### config.mk
export PLATFORM = sky130hd
export DESIGN_NAME = imem_loader
export DESIGN_NICKNAME = d
export VERILOG_FILES = /design/src/rtl/imem_loader.sv
export SDC_FILE = /design/constraint.sdc
export NUM_CORES = 1
export LEC_CHECK = 0
export BUFFER_PORTS_ARGS = -buffer_cell sky130_fd_sc_hd__buf_4
export CORE_MARGIN = 2
export CORE_UTILIZATION = 49
export CTS_CLUSTER_SIZE = 14
export DETAILED_ROUTE_END_ITERATION = 16
export HOLD_SLACK_MARGIN = 0.15
export PLACE_DENSITY_LB_ADDON = 0.3
export SYNTH_ARGS = -nofsm -noshare
export SYNTH_HDL_FRONTEND = slang
export SYNTH_SLANG_ARGS = --single-unit
export TNS_END_PERCENT = 1
### constraint.sdc
create_clock -name clk -period 2.7 [get_ports clk]
set_input_delay 0.27 -clock clk [delete_from_list [all_inputs] [get_ports clk]]
set_output_delay 0.27 -clock clk [all_outputs]
set_load 0.1 [all_outputs]
### src/rtl/imem_loader.sv
// Boot loader: assembles a big-endian byte stream into 32-bit words and writes
// them to instruction memory. Define IMEM_LOADER_CHECKSUM_EN to add a trailing checksum word.
module imem_loader #(
  parameter int          ADDR_W   = 8,
  parameter logic [31:0] END_MARK = 32'hFFFF_FFFF
) (
  input  logic              clk,
  input  logic              reset,
  input  logic              start,
  input  logic              byte_valid,
  input  logic [7:0]        byte_data,
  output logic              byte_ready,
  output logic              mem_we,
  output logic [ADDR_W-1:0] mem_addr,
  output logic [31:0]       mem_wdata,
  output logic              cpu_hold,
  output logic              busy,
  output logic              done,
  output logic [ADDR_W:0]   word_count,
  output logic              overflow,
  output logic              chk_err
);
  typedef enum logic [2:0] {IDLE, RECV, WRITE, CHK, DONE} state_t;

  localparam logic [ADDR_W:0] CAP = {1'b1, {ADDR_W{1'b0}}};

  state_t              state, nxt;
  logic [1:0]          idx;
  logic [23:0]         part;
  logic [ADDR_W-1:0]   ptr;
  logic [31:0]         full;
  logic                take, last, restart;

  assign take    = byte_valid & byte_ready;
  assign last    = take && (idx == 2'd3);
  assign full    = {part, byte_data};
  assign restart = start && (state == IDLE || state == DONE);

  always_comb begin
    nxt        = state;
    byte_ready = 1'b0;
    mem_we     = 1'b0;
    busy       = 1'b0;
    done       = 1'b0;
    cpu_hold   = 1'b1;
    case (state)
      IDLE: if (start) nxt = RECV;
      RECV: begin
        byte_ready = 1'b1;
        busy       = 1'b1;
        if (last) begin
          if (full == END_MARK)
`ifdef IMEM_LOADER_CHECKSUM_EN
            nxt = CHK;
`else
            nxt = DONE;
`endif
          else if (word_count == CAP) nxt = DONE;
          else                        nxt = WRITE;
        end
      end
      WRITE: begin
        mem_we = 1'b1;
        busy   = 1'b1;
        nxt    = RECV;
      end
      CHK: begin
        byte_ready = 1'b1;
        busy       = 1'b1;
        if (last) nxt = DONE;
      end
      DONE: begin
        done     = 1'b1;
        cpu_hold = overflow | chk_err;
        if (start) nxt = RECV;
      end
      default: nxt = IDLE;
    endcase
  end

  always_ff @(posedge clk) begin
    if (!reset) begin
      state      <= IDLE;
      idx        <= 2'd0;
      part       <= 24'd0;
      ptr        <= '0;
      word_count <= '0;
      overflow   <= 1'b0;
      mem_addr   <= '0;
      mem_wdata  <= 32'd0;
    end else begin
      state <= nxt;
      if (restart) begin
        idx        <= 2'd0;
        ptr        <= '0;
        word_count <= '0;
        overflow   <= 1'b0;
      end
      if (take) begin
        idx  <= idx + 2'd1;
        part <= {part[15:0], byte_data};
      end
      // Capacity check happens before the write, so a wrapped pointer never overwrites word 0.
      if (state == RECV && last && full != END_MARK) begin
        if (word_count == CAP) overflow <= 1'b1;
        else begin
          mem_addr  <= ptr;
          mem_wdata <= full;
        end
      end
      if (state == WRITE) begin
        ptr        <= ptr + 1'b1;
        word_count <= word_count + 1'b1;
      end
    end
  end

`ifdef IMEM_LOADER_CHECKSUM_EN
  logic [31:0] csum;

  always_ff @(posedge clk) begin
    if (!reset) begin
      csum    <= 32'd0;
      chk_err <= 1'b0;
    end else begin
      if (restart) begin
        csum    <= 32'd0;
        chk_err <= 1'b0;
      end
      if (state == WRITE) csum <= csum + mem_wdata;
      if (state == CHK && last) chk_err <= (full != csum);
    end
  end
`else
  assign chk_err = 1'b0;
`endif

endmodule
Word-level counts from Yosys, hierarchy flattened:

Index checks and enable logic that the tools add are counted.

* $add $sub $neg: 3
* $mul: 0
* divide/modulo/power cells: 0
* $lt $le $gt $ge: 0
* equality and inequality tests: 11
* shift operators: 0
* multiplexer cells: 20
* bitwise logic cells: 2
* reductions and logical operators: 13

Operators by type and width (number)
* 32-bit equality test, second input constant: 1
* 32-bit inequality test, second input constant: 1
* 9-bit 2-to-1 mux: 2
* 8-bit 2-to-1 mux: 2
* 3-bit 2-to-1 mux: 5
* 3-bit case mux with 4 select lines: 1
* 9-bit by 1-bit adder with 9-bit output, second input constant: 1
* 9-bit equality test, second input constant: 1
* 8-bit by 1-bit adder with 8-bit output, second input constant: 1
* 1-bit 2-to-1 mux: 8
* 3-bit by 2-bit equality test with 1-bit output, second input constant: 2
* 1-bit logical AND: 4
* 2-bit 2-to-1 mux: 2
* 2-bit inequality test, second input constant: 2
* 2-bit nonzero test: 2
* 2-bit OR reduction: 2
* 3-bit by 1-bit equality test with 1-bit output, second input constant: 1
* 3-bit equality test, second input constant: 1
* 3-bit zero test: 1
* 3-bit AND reduction: 1
* 3-bit OR reduction: 1
* 2-bit by 1-bit adder with 2-bit output, second input constant: 1
* 2-bit equality test, second input constant: 1
* 2-bit by 1-bit inequality test with 1-bit output, second input constant: 1
* 4 further kinds: 4

* flip-flop bits (word level): 87
* latch bits: 0
* RAM bits: 0
* memory bits (read-only): 0
* output and inout port bits: 56
* memories kept: 0

Depth between registers and ports, before layout:

Gate-level depths: netlist of the first run.

* word-level depth: 8
* mapped depth: 9

Worst setup path after synthesis of the first run:

Ideal clock, no wire load.

* path kind: register to register
* start point: register state[0]
* end point: register mem_addr[0]
* library setup time: 0.072 ns
* data arrival time: 2.434 ns
* required time: 2.628 ns
* path slack: 0.194 ns
* stages on the path, launching flop included: 9
* period minus slack after synthesis: 2.506 ns
* path through: dfxtp_1 nor2b_1 clkbuf_1 nand3_1 a21oi_1 and2_4 buf_6 buf_12 mux2i_1

* cells in the longest elaborated chain, start to end: 8
* elaborated cells on any way between the ends: 9

RTL lines
* start, declared: line 27 `state_t state, nxt;`
* start signal, assigned: line 92 `state <= nxt;`
* 3-bit by 1-bit equality test with 1-bit output / 3-bit by 2-bit equality test with 1-bit output (equally long branches): line 46 `case (state)`
* 2-bit OR reduction (no source line) (*)
* 1-bit 2-to-1 mux (*): line 46
* via byte_ready: line 12 `output logic byte_ready,`
* 1-bit AND (*): line 34 `assign take = byte_valid & byte_ready;`
* 1-bit logical AND (*): line 35 `assign last = take && (idx == 2'd3);`
* 1-bit logical AND (*) (2 in a row): line 104 `if (state == RECV && last && full != END_MARK) begin`
* 2-bit AND reduction (no source line) (*)
* end signal, assigned: line 107 `mem_addr <= ptr;`
* end, declared: line 14 `output logic [ADDR_W-1:0] mem_addr,`

Mark *: on every way through the listed nets, which the timed path passes. The rest lies on a longest branch.
A chain may end at the register's enable or synchronous reset.

Worst setup path in the final report of the first run:

* start point: register state[0]
* end point: register mem_addr[1]

* cells in the longest elaborated chain, start to end: 8
* elaborated cells on any way between the ends: 9

RTL lines (line)
* 3-bit by 1-bit equality test with 1-bit output / 3-bit by 2-bit equality test with 1-bit output (equally long branches): 46, 104
* 2-bit OR reduction (no source line)
* 1-bit 2-to-1 mux: 46
* 1-bit AND: 34
* 1-bit logical AND: 35
* 1-bit logical AND (*) (2 in a row): 104
* 2-bit AND reduction (no source line) (*)

Every way passes the cells marked *; elsewhere a longest branch is shown, timed or not.

==> reports/qor.txt, run 1 <==
Total Die Area - 8200 um^2
CTS max path bufs - 2
Clock power frac - 40.6%
LEAKAGE - 1.59 nW
Mapped Avg Cell Area - 8.54 um^2
Type of origin of the critical path - flip-flop
Area Growth Syn to Fin - 18.0%
Critical path cell sequence - nor2b_1 > nand3_1 > a21oi_1 > and2_4 > mux2i_1
Final WL - 7500 um
Diodes inserted - 0
CP peak stage delay - 0.62 ns
Drt drc - 0
Max cap viols - 0
Final setup vio count - 0
Tcrit/Tclk final - 78.4%
Worst-Margin Slew - 0.855 ns
CTS Hold Bufs - 0
Core area - 7250 um^2
RSZ-0062 raised after global routing - false
Inserted Clock Buffers - 9
Num rows - 31
Peak VDD IR - 0.335 mV
First-pass GRT wire length - 12500 um
Slowest-stage cell, CP - and2_4
Antenna Nets Post-Route - 0
Nets - 497
Synth Area in Simple Gates - 25.2%
Post-layout instance area - 4330 um^2
PD cells - 551 nW/um^2
Worst Path Arrival - 2.40 ns
Vias in the first global route - 2663
TritonRoute pass-1 iters - 4
Crit end category - flip-flop
Synthesized area - 3670 um^2
Die height - 90.6 um
Post-layout minimum cycle time - 2.12 ns
Most used flip-flop cell after synthesis - dfxtp_1
CP Max Fanout - 40
GRT Overall Usage - 18.5%
Grt ovf - 0
Outcome - complete, no violations
Iter 0 DRT Violations - 122
Final Hold Viols - 0
TritonCTS clock tree - done
Share of layout cells above drive strength 1 - 18.5%
DP HPWL - 5100 um
Starting Density - 50.6%
Top delay family on crit path - simple AND/OR/NAND/NOR gates
Asr flop ratio synth - 0%
CP Data Required Time - 2.98 ns
Synthesis warning total - 0
Final setup margin - 0.584 ns
Pin count of the biggest net entering global routing - 46
Vias per cell - 5.06
Xor/xnor share of the synthesized area - 0%
Synth cell types - 38
Post-synthesis mux area share - 11.2%
Adder-cell share of the synthesized area - 1.36%
Final GP Congestion - 0.791
Clock sink count - 87
Largest family of logic cells by synthesized area - simple AND/OR/NAND/NOR gates
Initial antenna violation count - 0
Area contributors post-synth - dfxtp_1, nand2_1, mux2i_1, a21oi_1, a21boi_0
Gate Count Post-Synth - 430
Switching power - 0.549 mW
Switching Share - 23.0%
Worst-skew pair later-pin latency - 0.35 ns
Via count - 2961
Biggest area consumer among synthesized cells - dfxtp_1
Clock Skew - 0.00437 ns
Post-CTS resize count - 0
Total negative slack - 0 ns
Post-synthesis net count - 446
Horiz. Die Dim - 90.6 um
Layout filler cell count - 664
Post-synthesis register bit count - 87
Max Slew Vio Count - 0
# H-tree levels - 3
Routed WL per cell - 12.8 um
CTS root buf - clkbuf_8
Reg power frac - 54.4%
Port bufs - 66
Buf+Inv Stages, Crit Path - 0
Yosys top cell area share - 47.4%
Post-CTS Setup Repair Bufs - 0
Hold Crit Class - in -> reg
Complex-gate fraction of the synthesized area - 9.00%
Internal Pwr Total - 1.84 mW
Comb pwr share - 5.0%
Slew Limit Headroom - 43.0%
Max frequency - 0.473 GHz
Io pins - 68
Kind of critical path - reg -> reg
Reg clk slew, reported paths - 0.08 ns
Placed cell area - 4120 um^2
Setup WS pre-CTS - 0.609 ns
EDFF count, synth - 0
Seq/Total Area, Yosys - 47.4%
[power by group through the flow]
stage	clock network, mW	registers, mW	logic (mW)
after floorplan	0	1.33	0.0873
after global placement	0	1.33	0.120
after detailed placement	0	1.33	0.121
after CTS	0.993	1.30	0.121
after global routing	1.05	1.30	0.131
final	0.968	1.30	0.120
[logic make-up (layout without fill, tap and decap cells)]
logic type,count (synthesis),after routing
adder cells (fa/ha/maj),4,4
buffers and inverters,33,89
multiplexers,41,41
AO/OA/AOI/OAI,55,55
other,1,1
flip-flops,87,87
AND/OR/NAND/NOR,209,209
[worst register-to-register path, delay by kind of cell, from the launching register on]
family             cells  cell delay (ns)
AOI/OAI and AO/OA      1             0.23
DFF                    1             0.34
muxes                  1             0.32
and+or+nand+nor        3             1.15
[layer usage]
layer  up-vias  global-route usage [%]  share of wire [%]  routed length (um)
li1       1534                       -                  -                   -
met1      1371                    24.3                 46                3460
met2        47                    30.2                 49                3690
met3         9                    3.01                3.3                 245
met4         0                    7.69                1.5                 112
met5         -                       0                  0                   0
[cell type report]
class	instances	area [um^2]	share of cell area (%)
Multi-Input combinational cell	310	1720	39.7
Timing Repair Buffer	69	518	12.0
Sequential cell	87	1740	40.2
Clock buffer	10	128	2.95
Inverter	4	15.0	0.347
Tap cell	99	124	2.86
Clock inverter	6	85.1	1.96
[registers in the layout, indices dropped and copies added, names as in the netlist]
| register | cells |
|---|---|
| idx | 2 |
| part | 24 |
| ptr | 8 |
| overflow | 1 |
| word_count | 9 |
| state | 3 |
| mem_addr | 8 |
| mem_wdata | 32 |
[final timing paths]
path	start	end	slack, ns	cells past startpoint
worst min-delay path	byte_data[6]	part[6]	0.18	3
worst max register to register	state[0]	mem_addr[1]	0.58	5
worst max-delay path	state[0]	mem_addr[1]	0.58	5
worst min register to register	mem_wdata[27]	mem_wdata[27]	0.46	2
[Yosys cell counts (all sizes together) (2+ instances only)]
master    n
a21boi   14
a21oi    24
a22oi     2
and2      9
and3      2
buf       8
clkbuf   21
dfxtp    87
ha        4
inv       4
mux2i    41
nand2   145
nand2b    2
nand3    10
nand3b    2
nand4    13
nor2     11
nor2b     4
nor4      3
o211ai    2
o21ai    10
or2       2
or3       2
[cells in the final DEF, fill, tap and decap left out, types with 8 or more instances in the layout]
cell        n
nand2_1   145
dfxtp_1    87
buf_4      69
mux2i_1    41
a21oi_1    24
a21boi_0   14
nand4_1    13
nor2_1     11
nand3_1    10
o21ai_0    10
clkbuf_8    9
and2_1      8
[stage by stage]
stage                     power (mW)  cells  util (%)  hold WS (ns)
after global placement          1.45    569      56.8         0.444
final                           2.39    585      59.7         0.177
after detailed placement        1.45    569      56.8         0.448
after floorplan                 1.41    430         -         0.406
after global routing            2.48    585      59.7         0.161
after CTS                       2.41    585      59.7         0.165
Power figures use the tool's default switching activity.
==> run 2: changes to the inputs <==
- ABC_AREA: default -> 1
- clock period: 2.7 -> 2.05 ns (I/O delays scaled with it)
==> run 2 against run 1 <==
Clock-buffer cell count unchanged. Non-clock buffer count increased by 17. Worst setup slack got worse by 0.25 ns. Largest power group unchanged.
==> reports/qor.txt, run 2 <==
Outcome - complete, no violations
Number of flip-flops under the largest register name - 32
LEAKAGE - 2.24 nW
CP Data Required Time - 1.85 ns
# H-tree levels - 3
First-pass GRT wire length - 15600 um
CTS root buf - clkbuf_8
Synthesis warning total - 0
Post-synth top cells - nand2_1, inv_1, dfxtp_1
Reg clk slew, reported paths - 0.08 ns
PD cells - 683 nW/um^2
CP peak stage delay - 0.37 ns
Initial antenna violation count - 0
DP HPWL - 6450 um
Grt ovf - 0
Area contributors post-synth - dfxtp_1, nand2_1, inv_1, nand4_1, nor2_1
Diodes inserted - 0
Slowest-stage cell, CP - dfxtp_1
Yosys top cell area share - 42.9%
Final Hold Viols - 0
Reg area - 1740 um^2
Most common cell after layout, fill and taps aside - nand2_1
Kind of critical path - reg -> out
Via count - 3891
Post-synthesis register bit count - 87
CTS max path bufs - 2
Horiz. Die Dim - 95.0 um
Type of origin of the critical path - flip-flop
Crit end category - output port
Die height - 95.0 um
Worst Path Arrival - 1.51 ns
CP Max Fanout - 5
Post-CTS resize count - 0
Vias per cell - 4.89
TritonRoute pass-1 iters - 5
Asr flop ratio synth - 0%
Max cap viols - 0
Most used flip-flop cell after synthesis - dfxtp_1
Seq/Total Area, Yosys - 42.9%
Largest Register - mem_wdata
Pin count of the biggest net entering global routing - 52
Final setup vio count - 0
Buf+Inv Stages, Crit Path - 2
Tcrit/Tclk final - 83.8%
Max frequency - 0.582 GHz
GRT Overall Usage - 21.8%
Io pins - 68
Routed WL per cell - 11.9 um
Starting Density - 49.9%
Vias in the first global route - 3439
Peak VDD IR - 0.511 mV
RSZ-0062 raised after global routing - false
Most common cell in the netlist - nand2_1
Port bufs - 66
Mapped Avg Cell Area - 6.53 um^2
Top Registers - mem_wdata: 32 flops, part: 24 flops, word_count: 9 flops
Post-synthesis net count - 637
Gate Count Post-Synth - 621
Multi-input logic area - 1670 um^2
Inserted Clock Buffers - 9
Slew Limit Headroom - 65.8%
Total Die Area - 9020 um^2
Synth cell types - 22
Layout filler cell count - 805
TritonCTS clock tree - done
Drt drc - 0
Iter 0 DRT Violations - 269
Worst-skew pair later-pin latency - 0.36 ns
Final GP Congestion - 0.920
Top delay family on crit path - buffers and inverters
Nets - 701
Core area - 8130 um^2
Clock sink count - 87
Hold_ws - 0.175 ns
Antenna Nets Post-Route - 0
Area Growth Syn to Fin - 22.3%
Post-layout minimum cycle time - 1.72 ns
Hold Crit Class - in -> reg
EDFF count, synth - 0
Critical path cell sequence - nor2_1 > inv_1 > nor2_4 > buf_4
Max Slew Vio Count - 0
Final core utilization - 61.0%
Num rows - 33
Worst-Margin Slew - 0.513 ns
Final WL - 9420 um
Synthesized area - 4060 um^2
Most frequent cells in the layout - nand2_1, inv_1, dfxtp_1, buf_4, nor2_1
Share of layout cells above drive strength 1 - 14.5%
Biggest area consumer among synthesized cells - dfxtp_1
Clock Skew - 0.00891 ns
## run 2: changes by cell type after synthesis, moves of 7 or more
| cell | before | now |
|---|---|---|
| nor3_1 | 0 | 10 |
| o21ai_0 | 10 | 31 |
| nand4_1 | 13 | 44 |
| mux2i_1 | 41 | 0 |
| a21boi_0 | 14 | 1 |
| nor2_1 | 11 | 68 |
| buf_2 | 1 | 8 |
| a21oi_1 | 24 | 48 |
| inv_1 | 3 | 137 |
| and2_1 | 8 | 0 |
## run 2: layout make-up
type | instances | share of cell area (%)
Sequential cell | 87 | 35.1
Timing Repair Buffer | 86 | 13.4
Inverter | 139 | 10.5
Multi-Input combinational cell | 362 | 33.6
Tap cell | 105 | 2.65
Clock inverter | 6 | 2.19
Clock buffer | 10 | 2.57
## run 2: report_power, final
part           switching (mW)  leakage, nW  internal (mW)
clock                   0.604        0.120          0.808
sequential             0.0270        0.704           1.72
combinational           0.154         1.42         0.0708
## run 2: stage by stage
step / setup TNS (ns) / cells / setup WS (ns) / power [mW] / area (um^2)
2_1_floorplan: -5.04 / 621 / -0.124 / 1.93 / 4070
3_3_place_gp: 0 / 771 / 0.414 / 1.99 / 4650
3_5_place_dp: 0 / 771 / 0.390 / 2.00 / 4650
4_1_cts: 0 / 795 / 0.327 / 3.41 / 4960
5_1_grt: 0 / 795 / 0.146 / 3.50 / 4960
6_report: 0 / 795 / 0.333 / 3.39 / 4960
## run 2: tightest hold or removal path, cell delays in order
cell     delay [ns]
buf_4          0.09
inv_1          0.06
a21oi_1        0.13
## run 2: path summary, 6_finish.rpt
check	start	to	slack, ns	cells after the start
max reg2reg	state[1]	word_count[4]	0.38	7
max	state[1]	done	0.33	4
min	byte_data[1]	part[1]	0.18	3
min reg2reg	idx[0]	idx[0]	0.46	1
## run 2: timing repair
item / in CTS / in global routing
hold buffers: 8 / 0
setup endpoints to repair: 0 / 0
buffers inserted: 0 / 0
hold endpoints to repair: 8 / 0
## run 2: kinds of logic after synthesis
kind of cell               Yosys count  share of synthesized area, %
AOI/OAI and AO/OA                   81                          10.1
adders and majority gates            4                          1.23
buffers and inverters              172                          16.3
DFF                                 87                          42.9
other                                1                        0.0924
and+or+nand+nor                    276                          29.4
## run 2: layer usage
layer | global-route usage (%) | vias to the layer above | wire [um]
li1 | - | 2033 | -
met1 | 28.9 | 1727 | 4350
met2 | 35.1 | 109 | 4330
met3 | 3.43 | 22 | 497
met4 | 9.66 | 0 | 242
met5 | 0 | - | 0
==> run 3: changes to the inputs <==
- clock period: 2.05 -> 1.5 ns (I/O delays scaled with it)
==> run 3 against run 2 <==
The run now ends with negative setup slack left. Final cell count up 2.9%. Sequential power up 37%. Die area did not move. Critical path depth rose by 6. Core utilization rose by 5.5 points. Non-clock buffer count up 26. Routed wire length grew 16%.
==> reports/qor.txt, run 3 (synthesized netlist as in run 2, its figures left out) <==
Max cap viols - 0
Switching power - 1.05 mW
Layout filler cell count - 712
Worst-skew pair later-pin latency - 0.35 ns
Reg power frac - 55.9%
Share of layout cells above drive strength 1 - 27.5%
Post-layout minimum cycle time - 1.59 ns
Port bufs - 66
TritonCTS clock tree - done
Number of flip-flops under the largest register name - 32
RR Startpoint - state[2]
Via count - 4104
PD cells - 790 nW/um^2
LEAKAGE - 2.44 nW
Worst Hold End - state[1]
Clock power frac - 35.9%
Failing checks - negative setup slack
Hold Path Stages - 6
Slew Limit Headroom - 62.0%
Peak VDD IR - 0.478 mV
Most common cell after layout, fill and taps aside - nand2_1
Grt ovf - 0
Type of origin of the critical path - flip-flop
Drt drc - 0
Kind of critical path - reg -> reg
Comb pwr share - 8.2%
Clock Skew - 0.0112 ns
Outcome - complete, but fails checks
Worst-Margin Slew - 0.569 ns
Antenna Nets Post-Route - 0
Most frequent cells in the layout - nand2_1, inv_1, buf_4, dfxtp_1, nor2_1
CP Max Fanout - 7
Io pins - 68
Final setup vio count - 43
Largest Register - mem_wdata
CTS max path bufs - 2
Reg area - 1750 um^2
Iter 0 DRT Violations - 284
Final Hold Viols - 0
TritonRoute pass-1 iters - 5
Num rows - 33
Top Registers - mem_wdata: 32 flops, part: 24 flops, word_count: 9 flops
Max frequency - 0.628 GHz
Nets - 727
CP peak stage delay - 0.33 ns
DP HPWL - 6720 um
Hold Path Origin - byte_valid
Post-layout instance area - 5410 um^2
Horiz. Die Dim - 95.0 um
Cell with the most instances on the worst path - nor2_4
Max Slew Vio Count - 0
Routed WL per cell - 13.3 um
CTS root buf - clkbuf_8
Initial antenna violation count - 0
Worst Path Arrival - 1.88 ns
Total Die Area - 9020 um^2
Final WL - 10900 um
Internal Pwr Total - 3.22 mW
Reg clk slew, reported paths - 0.08 ns
Vias in the first global route - 3750
FF-to-FF path depth - 10
First-pass GRT wire length - 16600 um
Placed cell area - 4820 um^2
Slowest-stage cell, CP - dfxtp_1
GRT Overall Usage - 23.0%
Final setup margin - -0.0929 ns
# H-tree levels - 3
RSZ-0062 raised after global routing - true
CP Data Required Time - 1.78 ns
Multi-input logic area - 1830 um^2
Crit end category - flip-flop
Final core utilization - 66.5%
Inserted Clock Buffers - 9
Flop-to-flop setup slack - -0.09 ns
Critical path cell sequence - inv_2 > nand2_2 > nor2_4 > nand2_4 > nor2_4 > nand3_4 > clkbuf_16 > nand2_1 > inv_1 > nor2_1
Hold Crit Class - in -> reg
Die height - 95.0 um
R2R Path End - mem_wdata[11]
Tcrit/Tclk final - 106%
Pin count of the biggest net entering global routing - 52
Core area - 8130 um^2
Switching Share - 24.6%
Diodes inserted - 0
Vias per cell - 5.02
Area Growth Syn to Fin - 33.3%
Starting Density - 49.9%
Final GP Congestion - 0.895
Clock sink count - 87
run 3: area by class of cell:
type	instances	share of cell area, %
Tap cell	105	2.43
Timing Repair Buffer	112	18.5
Clock buffer	11	2.43
Clock inverter	2	0.648
Multi-Input combinational cell	362	33.9
Sequential cell	87	32.4
Inverter	139	9.65
run 3: critical path, delay by kind of cell, from the launching register on:
family / cells / cell delay [ns]
buffers and inverters: 3 / 0.37
AND/OR/NAND/NOR: 7 / 0.82
flip-flops: 1 / 0.33
run 3: power groups by stage:
stage	combinational (mW)	clock [mW]	sequential [mW]
final	0.350	1.53	2.39
after floorplan	0.209	0	2.44
after CTS	0.339	1.53	2.39
after detailed placement	0.312	0	2.44
after global placement	0.308	0	2.44
after global routing	0.382	1.62	2.39
run 3: timing repair:
item                                    4_1_cts  5_1_grt
gates cloned                                  0        4
setup buffers                                 1        3
resized for setup                            12       75
hold endpoints to repair                     25        0
endpoints found under the setup margin       45       59
pin swaps                                     1       10
hold buffers                                 10        0
run 3: per-stage QoR:
step	worst slack [ns]	setup TNS (ns)	total power, mW	std cells	hold slack [ns]
2_1_floorplan	-0.401	-18.21	2.64	621	0.299
3_3_place_gp	-0.0436	-0.726	2.75	787	0.422
3_5_place_dp	-0.0898	-2.43	2.75	787	0.426
4_1_cts	-0.0226	-0.125	4.25	811	0.337
5_1_grt	-0.201	-7.41	4.40	818	0.382
6_report	-0.0929	-2.67	4.27	818	0.322
run 3: how the worst max path moves through the flow:
stage / startpoint / end / slack [ns] / cells after the start
5_1_grt: word_count[1] / mem_wdata[9] / -0.20 / 10
3_3_place_gp: word_count[0] / mem_wdata[9] / -0.04 / 10
3_5_place_dp: word_count[0] / mem_wdata[11] / -0.09 / 10
4_1_cts: state[1] / cpu_hold / -0.02 / 6
2_1_floorplan: word_count[3] / mem_wdata[11] / -0.40 / 8
6_report: state[2] / mem_wdata[11] / -0.09 / 10
run 3: routing by layer:
metal	vias up	track usage (%)	wire, um
met5	-	0	0
met4	0	8.70	197
met3	20	3.91	688
met2	153	37.1	5220
met1	1849	31.0	4780
li1	2082	-	-
